[src/rtl/btn_bounce_gen.sv]
// Mechanical push-button emulator: one press/release with LFSR-timed contact bounce on each edge.
// All outputs are registered; start is sampled only in IDLE and abort forces IDLE without a done pulse.
module btn_bounce_gen #(
   parameter int unsigned BOUNCE_N    = 6,
   parameter int unsigned BOUNCE_MIN  = 100,
   parameter logic [15:0] BOUNCE_MASK = 16'h03FF,
   parameter int unsigned HOLD_CYC    = 200000,
   parameter logic [15:0] SEED        = 16'hACE1
) (
   input  logic clk,
   input  logic rst,
   input  logic start,
   input  logic abort,
   output logic btn_out,
   output logic busy,
   output logic done
);

   typedef enum logic [1:0] {IDLE, P_BOUNCE, HOLD, R_BOUNCE} state_t;

   localparam bit          CLEAN    = (BOUNCE_N == 0);
   localparam logic [16:0] TOG_LAST = 17'(2 * BOUNCE_N);
   localparam logic [16:0] MIN_LEN  = 17'(BOUNCE_MIN);
   localparam logic [23:0] HOLD_LD  = 24'(HOLD_CYC);

   state_t      state, state_nxt;
   logic [15:0] lfsr, lfsr_nxt, lfsr_adv;
   logic [16:0] ivl_cnt, ivl_cnt_nxt, ivl_len;
   logic [16:0] tog_cnt, tog_cnt_nxt;
   logic [23:0] hold_cnt, hold_cnt_nxt;
   logic        btn_nxt, busy_nxt, done_nxt;

   // The LFSR only steps when an interval is loaded, so the bounce pattern repeats after every reset.
   assign lfsr_adv = lfsr[0] ? ({1'b0, lfsr[15:1]} ^ 16'hB400) : {1'b0, lfsr[15:1]};
   assign ivl_len  = MIN_LEN + {1'b0, lfsr & BOUNCE_MASK};

   always_ff @(posedge clk) begin
      if (rst) begin
         state    <= IDLE;
         lfsr     <= SEED;
         ivl_cnt  <= '0;
         tog_cnt  <= '0;
         hold_cnt <= '0;
         btn_out  <= 1'b0;
         busy     <= 1'b0;
         done     <= 1'b0;
      end else begin
         state    <= state_nxt;
         lfsr     <= lfsr_nxt;
         ivl_cnt  <= ivl_cnt_nxt;
         tog_cnt  <= tog_cnt_nxt;
         hold_cnt <= hold_cnt_nxt;
         btn_out  <= btn_nxt;
         busy     <= busy_nxt;
         done     <= done_nxt;
      end
   end

   always_comb begin
      state_nxt    = state;
      lfsr_nxt     = lfsr;
      ivl_cnt_nxt  = ivl_cnt;
      tog_cnt_nxt  = tog_cnt;
      hold_cnt_nxt = hold_cnt;
      btn_nxt      = btn_out;
      busy_nxt     = busy;
      done_nxt     = 1'b0;

      if (abort && state != IDLE) begin
         state_nxt    = IDLE;
         ivl_cnt_nxt  = '0;
         tog_cnt_nxt  = '0;
         hold_cnt_nxt = '0;
         btn_nxt      = 1'b0;
         busy_nxt     = 1'b0;
      end else begin
         case (state)
            IDLE: begin
               // A coincident abort still wins over start here, though it changes nothing else.
               if (start && !abort) begin
                  btn_nxt     = 1'b1;
                  busy_nxt    = 1'b1;
                  tog_cnt_nxt = '0;
                  if (CLEAN) begin
                     state_nxt    = HOLD;
                     hold_cnt_nxt = HOLD_LD;
                  end else begin
                     state_nxt   = P_BOUNCE;
                     ivl_cnt_nxt = ivl_len;
                     lfsr_nxt    = lfsr_adv;
                  end
               end
            end
            P_BOUNCE, R_BOUNCE: begin
               if (ivl_cnt == 17'd1) begin
                  btn_nxt = ~btn_out;
                  if (tog_cnt + 17'd1 == TOG_LAST) begin
                     tog_cnt_nxt = '0;
                     ivl_cnt_nxt = '0;
                     if (state == P_BOUNCE) begin
                        state_nxt    = HOLD;
                        hold_cnt_nxt = HOLD_LD;
                     end else begin
                        state_nxt = IDLE;
                        busy_nxt  = 1'b0;
                        done_nxt  = 1'b1;
                     end
                  end else begin
                     tog_cnt_nxt = tog_cnt + 17'd1;
                     ivl_cnt_nxt = ivl_len;
                     lfsr_nxt    = lfsr_adv;
                  end
               end else begin
                  ivl_cnt_nxt = ivl_cnt - 17'd1;
               end
            end
            HOLD: begin
               if (hold_cnt == 24'd1) begin
                  btn_nxt      = 1'b0;
                  hold_cnt_nxt = '0;
                  if (CLEAN) begin
                     state_nxt = IDLE;
                     busy_nxt  = 1'b0;
                     done_nxt  = 1'b1;
                  end else begin
                     state_nxt   = R_BOUNCE;
                     ivl_cnt_nxt = ivl_len;
                     lfsr_nxt    = lfsr_adv;
                  end
               end else begin
                  hold_cnt_nxt = hold_cnt - 24'd1;
               end
            end
            default: state_nxt = IDLE;
         endcase
      end
   end

endmodule

[config.mk]
export PLATFORM = sky130hd
export DESIGN_NAME = btn_bounce_gen
export DESIGN_NICKNAME = d
export VERILOG_FILES = /design/src/rtl/btn_bounce_gen.sv
export SDC_FILE = /design/constraint.sdc
export NUM_CORES = 1
export LEC_CHECK = 0
export ABC_AREA = 1
export CAP_MARGIN = 20
export CORE_ASPECT_RATIO = 0.5
export CORE_MARGIN = 5
export CORE_UTILIZATION = 50
export DETAILED_ROUTE_END_ITERATION = 16
export GPL_TIMING_DRIVEN = 0
export PLACE_DENSITY = 0.69
export RECOVER_POWER = 25
export SLEW_MARGIN = 5
export SYNTH_ARGS = -nofsm -noshare
export SYNTH_HDL_FRONTEND = slang
export SYNTH_SLANG_ARGS = --single-unit
export TNS_END_PERCENT = 20
[constraint.sdc]
create_clock -name clk -period 2.5 [get_ports clk]
set_input_delay 0.375 -clock clk [delete_from_list [all_inputs] [get_ports clk]]
set_output_delay 0.375 -clock clk [all_outputs]
set_load 0.1 [all_outputs]
==> reports/metrics.yaml, run 1 <==
status: "finished, final reports clean"
start_util_pct: 51.6
tightest_slew_ns: 0.984
grtUsageMet3_pct: 4.96
drv_cap: 0
grt_pass1_vias: 4552
grt_usage_pct: 21.4
routedWlPerCell_um: 13.3
die_area_um2: 12000
grtUsageMet2_pct: 35.5
netlist_instances: 760
startpoint_type: "register"
crit_required_ns: 2.70
synth_xor_area_share_pct: 4.64
die_y_um: 80.1
worstSkewPairLatency_ns: 0.34
cts.sinks: 79
synth_cell_types: 37
synthMuxAreaShare_pct: 0
first_pass_iters: 5
core-area_um2: 9510
yosys.area_share.adder_pct: 2.55
rows: 25
max_freq_mhz: 431
post-route-period-util_pct: 92.8
post-route-drc-count: 0
seqCellArea_um2: 1580
avgSynthCellArea_um2: 6.46
cts_hold_buf: 0
min_path_cells: 2
fillers: 940
p_per_area_nw_per_um2: 1370
final_cells: 924
clock_path_buffers: 2
finalHoldViolations: 0
crit_type: "reg2reg"
antenna_found_initial: 0
cts_tree: "yes"
p_leak_nw: 2.28
dp.cells: 901
synth_top_family_by_area: "simple AND/OR/NAND/NOR gates"
synth_top_area_share_pct: 32.2
grt-ovfl-total: 0
synth_seq_area_share_pct: 32.2
grt-busiest-layer: "met2"
layout_commonest_cell: "nand2_1"
synth_fp_nets: 774
r2r_slack_ns: 0.18
reg2reg_from: "tog_cnt[0]$_SDFFE_PP0P_"
cts_root_buf: "clkbuf_16"
via_count: 4995
wl_um: 12300
period_needed_ns: 2.32
netlist_top_cells_area: "dfxtp_1 32%, nand2_1 15%, nor2_1 7.5%"
worstReg2RegEnd: "hold_cnt[22]$_SDFFE_PP0P_"
skew_ns: 0.00779
viasPerCell: 5.41
port_buffers: 6
ys_ff_latch: 79
layout_common_cells: "194 x nand2_1, 97 x nor2_1, 77 x dfxtp_1"
worstSetupEndpointType: "register"
min_from: "busy$_SDFFE_PP0P_"
multiInputGateArea_um2: 2960
fin_nets: 798
grtUsageMet1_pct: 28.3
die_w_um: 150
ant_nets: 0
synth-simple-area-share_pct: 40.9
final_util_pct: 58.1
synth_compound_area_share_pct: 11.4
drtIter0Drc: 335
rsz0062_at_grt: "true"
drive_above_1_share_pct: 8.49
arrival_ns: 2.52
cts-htree-levels: 3
rr_worst_depth: 15
hp-class: "reg2reg"
antenna_cells: 0
grt_pass1_wl_um: 21000
slew_viol_final: 0
finalSetupViolCount: 0
ys_warn_count: 0
irDropWorstVdd_uv: 692
cts_buffers: 9
ios: 7
place_congestion: 0.951
yosys.area.top_type: "dfxtp_1"
slew_headroom_pct: 34.2
area_delta_synth_final_pct: 12.5
grt_max_degree: 15
syn_area_um2: 4910
worstHoldEndpoint: "busy$_SDFFE_PP0P_"
clkTransAtPathRegs_ns: 0.06
dp_hpwl_um: 8860
critPathMaxFanout: 10
[registers in the layout (all words and copies together) (netlist names)]
name and count:
lfsr 16, tog_cnt 17, btn_out 1, ivl_cnt 17, busy 1, done 1, hold_cnt 24, state 2
[cell type report]
type,instances,share of cell area (%)
sequential,79,28.7
inverter,67,4.55
clock buffer,9,4.08
timing repair buffer,12,1.90
multi-input combinational,584,53.6
tap,135,3.06
buffer,31,2.83
clock inverter,7,1.29
[per-stage QoR]
step                setup TNS, ns  worst slack (ns)  total power [W]  instance area [um^2]  hold WS, ns
floorplan                       0             0.457          0.00513                  4910        0.430
global placement                0            0.0814          0.00596                  5140        0.452
detailed placement              0            0.0183          0.00603                  5140        0.455
CTS                             0            0.0515          0.00738                  5440        0.465
global route              -0.0905           -0.0116          0.00823                  5520        0.486
finish                          0             0.181          0.00754                  5520        0.460
[cell usage after synthesis]
cell,count
nor4_1,3
nand4_1,45
nand2_2,2
o21bai_1,2
o31ai_1,1
buf_1,1
and3_1,1
nand3b_1,4
or2_2,5
o21ai_1,2
buf_6,4
nand4_4,1
buf_4,1
a31o_2,2
a21oi_1,70
nor3_1,5
a211oi_1,1
a31oi_1,2
buf_2,5
o211ai_1,3
nor2_1,98
a21oi_4,1
nor3b_1,3
nand3_4,1
nand3_1,65
nor2_2,13
ha_1,10
inv_1,67
xor2_1,20
nor2_4,2
nand2_4,1
clkbuf_1,20
dfxtp_1,79
a41oi_1,1
nand2_1,195
o21ai_0,18
xnor2_1,6
[critical path: stages (launching register included)]
cell and delay, ns:
dfxtp_2 0.36, ha_2 0.24, inv_1 0.08, nor2_4 0.16
nand2_1 0.09, nor2_1 0.14, nand2_1 0.07, nand2_1 0.06
nand2_1 0.07, nor2_2 0.15, nand2_2 0.12, nand2_4 0.18
nand3_4 0.15, buf_6 0.19, nand2_1 0.06, a21oi_1 0.05
[routing by layer]
layer	up-vias	wire, um
li1	2558	-
met1	2319	5960
met2	106	5540
met3	12	671
met4	0	112
met5	-	0
[logic make-up (layout without fill, tap and decap cells)]
logic type	after synthesis	in the layout
simple gates	444	445
flops	79	79
buf+inv	98	126
compound gates	103	103
fa+ha+maj	10	10
xor+xnor	26	26
[power breakdown]
group,switching (W),internal [W]
Sequential,0.000251,0.00155
Combinational,0.00290,0.00152
Clock,0.000552,0.000775
Total,0.00370,0.00384
[worst max path at each step]
| stage | startpoint | end | slack [ns] | depth (start not counted) |
|---|---|---|---|---|
| after CTS | tog_cnt[0]$_SDFFE_PP0P_ | hold_cnt[22]$_SDFFE_PP0P_ | 0.05 | 15 |
| after detailed placement | tog_cnt[0]$_SDFFE_PP0P_ | hold_cnt[21]$_SDFFE_PP0P_ | 0.02 | 15 |
| after global placement | tog_cnt[0]$_SDFFE_PP0P_ | hold_cnt[22]$_SDFFE_PP0P_ | 0.08 | 15 |
| final | tog_cnt[0]$_SDFFE_PP0P_ | hold_cnt[22]$_SDFFE_PP0P_ | 0.18 | 15 |
| after floorplan | tog_cnt[0]$_SDFFE_PP0P_ | hold_cnt[15]$_SDFFE_PP0P_ | 0.46 | 15 |
| after global routing | tog_cnt[2]$_SDFFE_PP0P_ | hold_cnt[4]$_SDFFE_PP0P_ | -0.01 | 14 |
[repair_timing]
action	4_1_cts	5_1_grt
cloned	0	1
resized for setup	1	9
setup buffers	0	6
pin swaps	0	4
setup endpoints to repair	8	63
(Power assumes the default switching activity.)
==> inputs of run 2 (changes only) <==
Settings changed: SLEW_MARGIN 5 to default.
==> results of run 2 <==
Final layout, timing and power as in run 1 (identical DEF).
==> inputs of run 3 (changes only) <==
Settings changed: ABC_AREA 1 to default.
==> run 3 against run 2 <==
Compared with the run above:
- the flow now finishes with violations (negative setup slack)
- critical path type unchanged
- register-to-register slack lost 0.18 ns
- routed wire length grew 7.7%
- critical endpoint is now hold_cnt[23]$_SDFFE_PP0P_
- largest cell class unchanged
- largest power group unchanged
- total power shrank 6.1%
- first-iteration DRC count grew 36%
- die area shrank 5.4%
==> reports/metrics.yaml, run 3 <==
status: "finished with violations"  # was finished, final reports clean
violations: "negative setup slack"
first_pass_iters: 5  # unchanged
r2r_slack_ns: -0.004  # was 0.18 ns
async_flop_share_pct: 0  # unchanged
placed_area_um2: 4820  # was 5140 um^2
slew_headroom_pct: 31.1  # was 34.2%
clkTransAtPathRegs_ns: 0.06  # about the same
worstPathCellList: "or3_1 > nor4bb_1 > buf_4 > nand4_1 > nand2_2 > clkbuf_4 > o21ai_0 > o211ai_1 > o41ai_2"  # was ha_2 > inv_1 > nor2_4 > nand2_1 > nor2_1 > nand2_1 > nand2_1 > nand2_1 > nor2_2 > nand2_2 > nand2_4 > nand3_4 > buf_6 > nand2_1 > a21oi_1
cts.sinks: 79  # unchanged
critPathLaunch: "hold_cnt[12]$_SDFFE_PP0P_"  # was tog_cnt[0]$_SDFFE_PP0P_
drive_above_1_share_pct: 20.9  # was 8.49%
finalSetupViolCount: 1  # was 0
dp_hpwl_um: 8630  # was 8860 um
die_area_um2: 11400  # was 12000 um^2
drtIter0Drc: 457  # was 335
synthTopCellsByCount: "79 x dfxtp_1, 57 x nor2_1, 52 x o21ai_0, 41 x a21oi_1, 41 x nand2_1"  # was 195 x nand2_1, 98 x nor2_1, 79 x dfxtp_1, 70 x a21oi_1, 67 x inv_1
core-area_um2: 8860  # was 9510 um^2
place_congestion: 0.868  # was 0.951
cts_tree: "yes"  # unchanged
area_delta_synth_final_pct: 24.2  # was 12.5%
grt_pass1_wl_um: 21500  # was 21000 um
rows: 24  # was 25
rsz0062_at_grt: "true"  # unchanged
synth_cell_types: 60  # was 37
cp-endpoint: "hold_cnt[23]$_SDFFE_PP0P_"  # was hold_cnt[22]$_SDFFE_PP0P_
ios: 7  # unchanged
largest_reg_flops: 24  # unchanged
ys_ff_latch: 79  # unchanged
viasPerCell: 6.31  # was 5.41
grt_usage_pct: 22.9  # was 21.4%
synthFlopType: "dfxtp_1"  # unchanged
ant_nets: 0  # unchanged
via_count: 4689  # was 4995
synth_edf_count: 0  # unchanged
max_freq_mhz: 399  # was 431 MHz
synth_seq_area_share_pct: 34.3  # was 32.2%
grt-ovfl-total: 0  # unchanged
layout_common_cells: "64 x dfxtp_1, 56 x nor2_1, 52 x o21ai_0"  # was 194 x nand2_1, 97 x nor2_1, 77 x dfxtp_1
post-route-period-util_pct: 100  # was 92.8%
reg_top3: "hold_cnt x24, ivl_cnt x17, tog_cnt x17"  # unchanged
slowest_stage: "or3_1"  # was dfxtp_2
yosysMostFrequentCell: "dfxtp_1"  # was nand2_1
die_y_um: 78.0  # was 80.1 um
cts_buffers: 9  # unchanged
slew_viol_final: 0  # unchanged
drv_cap: 0  # unchanged
layout_commonest_cell: "dfxtp_1"  # was nand2_1
pre_cts_ws_ns: -0.660  # was 0.0183 ns
period_needed_ns: 2.50  # was 2.32 ns
cts-htree-levels: 3  # unchanged
yosys.area.top_type: "dfxtp_1"  # unchanged
worstReg2RegEnd: "hold_cnt[23]$_SDFFE_PP0P_"  # was hold_cnt[22]$_SDFFE_PP0P_
reg2reg_from: "hold_cnt[12]$_SDFFE_PP0P_"  # was tog_cnt[0]$_SDFFE_PP0P_
synth_top_area_share_pct: 34.3  # was 32.2%
worstSetupEndpointType: "register"  # unchanged
skew_ns: 0.00982  # was 0.00779 ns
die_w_um: 146  # was 150 um
fin_area_um2: 5730  # was 5520 um^2
antenna_cells: 0  # unchanged
fillers: 741  # was 940
grt_max_degree: 15  # unchanged
worstSkewPairLatency_ns: 0.35  # was 0.34 ns
seqCellArea_um2: 1610  # was 1580 um^2
rr_worst_depth: 9  # was 15
critPathMaxFanout: 10  # unchanged
multiInputGateArea_um2: 3110  # was 2960 um^2
p_leak_nw: 2.17  # was 2.28 nW
netlist_instances: 578  # was 760
finalHoldViolations: 0  # unchanged
fin_ws_ns: -0.00358  # was 0.181 ns
avgSynthCellArea_um2: 7.99  # was 6.46 um^2
crit_type: "reg2reg"  # unchanged
synth_fp_nets: 592  # was 774
start_util_pct: 52.1  # was 51.6%
cts_root_buf: "clkbuf_16"  # unchanged
critical_path_buf_inv_count: 2  # unchanged
arrival_ns: 2.73  # was 2.52 ns
grt_pass1_vias: 4247  # was 4552
antenna_found_initial: 0  # unchanged
regMostFlops: "hold_cnt"  # unchanged
netlist_top_cells_area: "dfxtp_1 34%, o21ai_0 5.6%, nor2_1 4.6%"  # was dfxtp_1 32%, nand2_1 15%, nor2_1 7.5%
tightest_slew_ns: 1.03  # was 0.984 ns
irDropWorstVdd_uv: 678  # was 692 uV
p_per_area_nw_per_um2: 1230  # was 1370 nW/um^2
cpPeakStageDelay_ns: 0.45  # was 0.36 ns
final_util_pct: 64.7  # was 58.1%
crit_required_ns: 2.72  # was 2.70 ns
hp-class: "reg2reg"  # unchanged
clock_path_buffers: 2  # unchanged
fin_nets: 635  # was 798
ys_warn_count: 0  # unchanged
syn_area_um2: 4620  # was 4910 um^2
startpoint_type: "register"  # unchanged
wl_um: 13200  # was 12300 um
routedWlPerCell_um: 17.8  # was 13.3 um
critPathTopFamily: "simple AND/OR/NAND/NOR gates"  # unchanged
post-route-drc-count: 0  # unchanged
crit_cells: 9  # was 15
cts_hold_buf: 0  # unchanged
port_buffers: 6  # unchanged
-- run 3: cell type report --
type	instances	area share [%]
clock buffers	9	3.93
well taps	117	2.55
inverters	16	1.05
multi-input cells	451	54.3
flip-flops and latches	79	28.1
plain buffers	29	3.19
repair buffers	35	5.19
clock inverters	7	1.70
-- run 3: how the worst min path moves through the flow --
stage               slack, ns                        to  cells after the start                     start
floorplan                0.44  hold_cnt[9]$_SDFFE_PP0P_                      1  hold_cnt[9]$_SDFFE_PP0P_
global placement         0.45  hold_cnt[9]$_SDFFE_PP0P_                      1  hold_cnt[9]$_SDFFE_PP0P_
detailed placement       0.45  hold_cnt[9]$_SDFFE_PP0P_                      1  hold_cnt[9]$_SDFFE_PP0P_
CTS                      0.47         busy$_SDFFE_PP0P_                      2         busy$_SDFFE_PP0P_
global route             0.48  hold_cnt[4]$_SDFFE_PP0P_                      1  hold_cnt[3]$_SDFFE_PP0P_
finish                   0.46         busy$_SDFFE_PP0P_                      2         busy$_SDFFE_PP0P_
-- run 3: per-stage QoR --
| step | hold slack [ns] | setup TNS (ns) | std cells | total power, W |
|---|---|---|---|---|
| finish | 0.458 | -0.00358 | 743 | 0.00708 |
| global route | 0.484 | -2.16 | 743 | 0.00757 |
| CTS | 0.466 | -0.140 | 732 | 0.00678 |
| detailed placement | 0.455 | -24.45 | 701 | 0.00503 |
| global placement | 0.453 | -22.79 | 701 | 0.00499 |
| floorplan | 0.436 | 0 | 578 | 0.00422 |
-- run 3: cells by family (layout without fill, tap and decap cells) --
group                    Yosys count  count (layout)  synth area share (%)
flip-flops                        79              79                  34.3
multiplexers                      10              10                  2.20
buffers and inverters             48              96                  4.31
XOR/XNOR                          18              18                  3.41
AND/OR/NAND/NOR                  226             226                  26.5
adder cells (fa/ha/maj)           10              10                  2.71
AO/OA/AOI/OAI                    187             187                  26.6
-- run 3: routing by layer --
layer / vias up / part of all wire, % / track usage, %
li1: 2258 / - / -
met1: 2220 / 46 / 31.5
met2: 187 / 45 / 35.2
met3: 24 / 7.9 / 5.41
met4: 0 / 1.5 / 8.05
met5: - / 0 / 0
-- run 3: timing repair --
action,in CTS,in global routing
pin swaps,10,16
gates cloned,1,0
endpoints found under the setup margin,73,76
buffers inserted,15,14
gates resized for setup,51,49
-- run 3: where the power goes --
part	switching (W)	leakage [nW]	internal [W]	total, W
sequential	0.000272	0.651	0.00152	0.00179
combinational	0.00244	1.36	0.00142	0.00385
clock	0.000557	0.152	0.000876	0.00143
total	0.00327	2.17	0.00382	0.00708
-- run 3: worst min-delay path: stages, from the launching register on --
cell and delay [ns]:
dfxtp_1 0.30, o41ai_1 0.05, a21oi_1 0.05
